`src/rtl/alu_pkg.sv`:
```
// Shared constants for the shared-ALU arbiter: op codes, requester IDs, default width.
package alu_pkg;

    localparam int DEF_N = 32;

    typedef logic [2:0] opCode_t;

    localparam opCode_t OP_ADD  = 3'b000;
    localparam opCode_t OP_SUB  = 3'b001;
    localparam opCode_t OP_AND  = 3'b010;
    localparam opCode_t OP_OR   = 3'b011;
    localparam opCode_t OP_ILL  = 3'b100;
    localparam opCode_t OP_SLL  = 3'b101;
    localparam opCode_t OP_SLTU = 3'b110;
    localparam opCode_t OP_XOR  = 3'b111;

    localparam logic REQ0 = 1'b0;
    localparam logic REQ1 = 1'b1;

endpackage

```
`src/rtl/alu_share_exec.sv`:
```
// Purely combinational integer ALU shared by both requesters; flags zero results and the illegal op.
module alu_share_exec
    import alu_pkg::*;
#(
    parameter int N = DEF_N
) (
    input  logic [N-1:0] a,
    input  logic [N-1:0] b,
    input  opCode_t      op,
    output logic [N-1:0] result,
    output logic         zero,
    output logic         illegal
);

    localparam int SH_W = $clog2(N);

    always_comb begin
        result  = '0;
        illegal = 1'b0;
        case (op)
            OP_ADD:  result = a + b;
            OP_SUB:  result = a - b;
            OP_AND:  result = a & b;
            OP_OR:   result = a | b;
            OP_SLL:  result = a << b[SH_W-1:0];
            OP_SLTU: result = {{(N-1){1'b0}}, (a < b)};
            OP_XOR:  result = a ^ b;
            default: illegal = 1'b1;
        endcase
        // illegal ops report data=0 but never claim a zero result
        zero = !illegal && (result == '0);
    end

endmodule

```
`src/rtl/alu_share_arbiter.sv`:
```
// Round-robin share of one ALU between two valid/ready requesters with a one-entry result buffer.
// Optional grant/conflict statistics counters are enabled by defining ALU_SHARE_ARB_STATS_EN.
module alu_share_arbiter
    import alu_pkg::*;
#(
    parameter int N = DEF_N
`ifdef ALU_SHARE_ARB_STATS_EN
    ,
    parameter int CNT_W = 16
`endif
) (
    input  logic         clk,
    input  logic         rst_n,
    input  logic         req0_valid,
    output logic         req0_ready,
    input  logic [N-1:0] req0_a,
    input  logic [N-1:0] req0_b,
    input  logic [2:0]   req0_op,
    input  logic         req1_valid,
    output logic         req1_ready,
    input  logic [N-1:0] req1_a,
    input  logic [N-1:0] req1_b,
    input  logic [2:0]   req1_op,
    output logic         rsp_valid,
    input  logic         rsp_ready,
    output logic [N-1:0] rsp_data,
    output logic         rsp_zero,
    output logic         rsp_id,
    output logic         rsp_illegal
`ifdef ALU_SHARE_ARB_STATS_EN
    ,
    output logic [CNT_W-1:0] grant0_cnt,
    output logic [CNT_W-1:0] grant1_cnt,
    output logic [CNT_W-1:0] conflict_cnt
`endif
);

    logic         canAccept;
    logic         bothValid;
    logic         grantValid;
    logic         grantId;
    logic         lastGrant;
    logic [N-1:0] execA;
    logic [N-1:0] execB;
    opCode_t      execOp;
    logic [N-1:0] execResult;
    logic         execZero;
    logic         execIllegal;

    always_comb begin
        canAccept  = !rsp_valid || rsp_ready;
        bothValid  = req0_valid && req1_valid;
        grantValid = canAccept && (req0_valid || req1_valid);
        // on conflict the requester that did not win last time goes first
        grantId    = bothValid ? !lastGrant : req1_valid;
        req0_ready = grantValid && (grantId == REQ0);
        req1_ready = grantValid && (grantId == REQ1);
        execA      = (grantId == REQ1) ? req1_a  : req0_a;
        execB      = (grantId == REQ1) ? req1_b  : req0_b;
        execOp     = (grantId == REQ1) ? req1_op : req0_op;
    end

    alu_share_exec #(
        .N(N)
    ) uExec (
        .a       (execA),
        .b       (execB),
        .op      (execOp),
        .result  (execResult),
        .zero    (execZero),
        .illegal (execIllegal)
    );

    always_ff @(posedge clk or negedge rst_n) begin
        if (!rst_n) begin
            rsp_valid   <= 1'b0;
            rsp_data    <= '0;
            rsp_zero    <= 1'b0;
            rsp_id      <= REQ0;
            rsp_illegal <= 1'b0;
            lastGrant   <= REQ1;
        end else if (grantValid) begin
            rsp_valid   <= 1'b1;
            rsp_data    <= execResult;
            rsp_zero    <= execZero;
            rsp_id      <= grantId;
            rsp_illegal <= execIllegal;
            lastGrant   <= grantId;
        end else if (rsp_ready) begin
            rsp_valid   <= 1'b0;
        end
    end

`ifdef ALU_SHARE_ARB_STATS_EN
    // counters saturate at all-ones rather than wrapping
    always_ff @(posedge clk or negedge rst_n) begin
        if (!rst_n) begin
            grant0_cnt   <= '0;
            grant1_cnt   <= '0;
            conflict_cnt <= '0;
        end else begin
            if (req0_ready && (grant0_cnt != '1))
                grant0_cnt <= grant0_cnt + 1'b1;
            if (req1_ready && (grant1_cnt != '1))
                grant1_cnt <= grant1_cnt + 1'b1;
            if (bothValid && grantValid && (conflict_cnt != '1))
                conflict_cnt <= conflict_cnt + 1'b1;
        end
    end
`endif

endmodule
```
`config.mk`:
```
export PLATFORM = sky130hd
export DESIGN_NAME = alu_share_arbiter
export DESIGN_NICKNAME = d
export VERILOG_FILES = /design/src/rtl/alu_pkg.sv /design/src/rtl/alu_share_exec.sv /design/src/rtl/alu_share_arbiter.sv
export SDC_FILE = /design/constraint.sdc
export NUM_CORES = 1
export LEC_CHECK = 0
export BUFFER_PORTS_ARGS = -buffer_cell sky130_fd_sc_hd__buf_4
export CAP_MARGIN = 20
export CORE_ASPECT_RATIO = 1.5
export CORE_MARGIN = 2
export CORE_UTILIZATION = 54
export DETAILED_ROUTE_END_ITERATION = 16
export PLACE_DENSITY = 0.88
export SYNTH_ARGS = -nofsm -noshare
export SYNTH_HDL_FRONTEND = slang
export SYNTH_SLANG_ARGS = --single-unit
```
`constraint.sdc`:
```
create_clock -name clk -period 5.4 [get_ports clk]
set_input_delay 0.27 -clock clk [delete_from_list [all_inputs] [get_ports clk]]
set_output_delay 0.27 -clock clk [all_outputs]
set_load 0.03 [all_outputs]
```
==> impl_metrics.toml <==
[run]
max-cap-violations = 0

[logic_synthesis]
synthCells = 1510
synth-simple-area-share_pct = 26.1
yosysMostFrequentCell = "nand2_1"
synthMuxAreaShare_pct = 16.3
synth_ff_type = "dfrtp_1"
syn_nets = 1751
syn_avg_cell_area_sq_um = 6.79
synth_enable_flop_cells = 0
synth_fa_ha_area_share_pct = 12.6
ys_seq_area_share_pct = 9.04
yosys_warnings = 0
synthArstFlopShare_pct = 100
ys_ff_latch = 37
synthXorXnorAreaFrac_pct = 1.02
synth_area_sq_um = 10300
synth_compound_area_share_pct = 27.2
synth_cell_type_count = 90
synth.area.top_cells = "ha_1 12%, nand2_1 12%, mux2i_1 12%, dfrtp_1 8.8%, a21oi_1 4.1%"
synth_top_family_by_area = "compound AO/OA/AOI/OAI gates"
yosys.area.top_type = "ha_1"
yosys-top-cells-count = "332 x nand2_1, 118 x mux2i_1, 108 x nor2_1"
synth_top_area_share_pct = 12.2

[clock_tree]
clockRootBuffer = "clkbuf_16"
clk_path_buf_depth = 2
clk_latency_ns = 0.29
htree_levels = 2
clock_sink_count = 37
cts_made_buffers = 5
clkTransAtPathRegs_ns = 0.06
cts_tree = "built"

[power]
p_leak_nw = 5.94
p_per_area_nw_per_um2 = 243
ir_drop_v = 0.000156

[timing]
slew-limit-headroom_pct = 25.1
period_share_pct = 98.2
final-max-slew-violation-count = 0
setup_tns_ns = 0
rsz0062_at_grt = "no"
fin_ws_ns = 0.0955
fin_skew_ns = 0.00327
max_freq_mhz = 189
setup_violations = 0
tightest_slew_ns = 1.11
fin_crit_ns = 5.30
hold_violations = 0

[placement]
gp_congestion = 1.06
dp.cells = 1896
portBuffers = 176
dpl_cell_area_sq_um = 12000
hpwl_mm = 38.7
dpl_worst_slack_ns = 0.344

[grt]
grtUsageTotal_pct = 48.0
grt-ovfl-total = 0
grt_max_degree = 50
first_global_vias = 12900
antenna_found_initial = 1
grt_pass1_wl_mm = 73.6

[routing]
avgViaCountPerCell = 6.84
route.top_layer_used = "met5"
postRouteAntennaNets = 0
drtIter0Drc = 1512
routed_wl_mm = 49.7
firstDrtPassIters = 6
route.met3.wl_mm = 4.57
wl_met1_mm = 15.8
wire_per_inst_microns = 26.0
wl_met2_mm = 22.7
drc = 0
routed-via-count = 13100

[worst_setup_path]
crit_required_ns = 5.57
worstPathArrival_ns = 5.48
worst_setup_path_start_kind = "flip-flop"
path_class = "flip-flop to flip-flop"
crit_path_max_fanout = 7
endpoint_kind = "flip-flop"

[min_path]
hold_class = "primary input to flip-flop"

[layout]
layout-drive-gt1-share_pct = 19.5
finalNetCount = 1898
stdcell_area_sq_um = 12200
stdcell_count = 1910
area_growth_syn_to_layout_pct = 19.1
final_util_pct = 65.9
n_antenna_cell = 0

[die]
die_area_sq_um = 20100
core_sq_um = 18500
initial_core_util_pct = 55.3
die_w_microns = 117
io_pins = 177
die_h_microns = 173
fp-row-count = 61

[outcome]
status = "finished clean"
## cells by family after synthesis
kind of cell	count (synthesis)
muxes	154
DFF	37
and+or+nand+nor	609
buffers and inverters	195
AOI/OAI and AO/OA	401
adders and majority gates	102
xor gates and xnor gates	12
## area by class of cell
cell class / instances / area, sq um
Clock buffer: 7 / 153
Clock inverter: 1 / 5.00
Fill cell: 1686 / 6330
Inverter: 94 / 353
Multi-Input combinational cell: 1279 / 8600
Sequential cell: 37 / 927
Tap cell: 252 / 315
Timing Repair Buffer: 240 / 1860
## layout by cell type, fill, tap and decap left out, types with 18 or more instances in the layout
cell      instances
a211oi_1         25
a21oi_1          85
buf_4           235
dfrtp_1          36
ha_1             99
inv_1            91
mux2_2           21
mux2i_1         116
nand2_1         332
nand3_1          37
nor2_1          108
nor3_1           23
nor4_1           18
o211ai_1         29
o21ai_0          77
## registers in the layout, indices dropped and copies added, names as in the netlist
signal and cells:
rsp_data 32, lastGrant 1, rsp_id 1, rsp_illegal 1, rsp_valid 1, rsp_zero 1
## power by group
part	total, mW	leakage, nW	switching (mW)	internal (mW)
combinational	2.27	5.40	1.46	0.805
sequential	0.393	0.460	0.0460	0.347
clock	0.310	0.0799	0.114	0.195
## through the flow
step / hold slack (ns) / power, mW
finish: 0.343 / 2.97
global route: 0.346 / 3.11
CTS: 0.249 / 2.86
detailed placement: 0.256 / 2.55
global placement: 0.244 / 2.52
floorplan: -0.0256 / 1.75
## critical path, stage by stage, from the launching register on
cell      delay [ns]
dfstp_2         0.44
a21boi_4        0.41
buf_4           0.21
mux2i_2         0.38
inv_1           0.14
ha_1            0.35
a211oi_1        0.53
nor3_1          0.14
a22oi_2         0.15
o21ai_1         0.10
nor4_2          0.29
buf_4           0.20
nand3_1         0.09
or4_1           0.52
or4_1           0.54
nor3_1          0.30
nand4_1         0.16
o41ai_2         0.25
## final timing paths
path,cells past startpoint,startpoint,endpoint,slack (ns)
setup reg to reg,17,lastGrant,rsp_zero,0.1
max in group asynchronous,2,rst_n,lastGrant,4.56
setup / recovery,17,lastGrant,rsp_zero,0.1
min in group asynchronous,2,rst_n,rsp_data[15],0.50
hold / removal,3,rsp_ready,rsp_valid,0.34
hold reg to reg,2,rsp_data[25],rsp_data[25],0.47
## routing by layer
layer,GRT usage [%],up-vias
li1,-,5742
met3,10.7,354
met1,48.4,6051
met4,47.7,2
met2,77.9,908
met5,0.769,-
## timing repair
action                     in CTS  in global routing
setup endpoints to repair       0                  3
setup buffers                   0                  3
hold buffers                    1                  0
gates resized for setup         0                  5
hold endpoints to repair       36                  0
(Power assumes the default switching activity.)
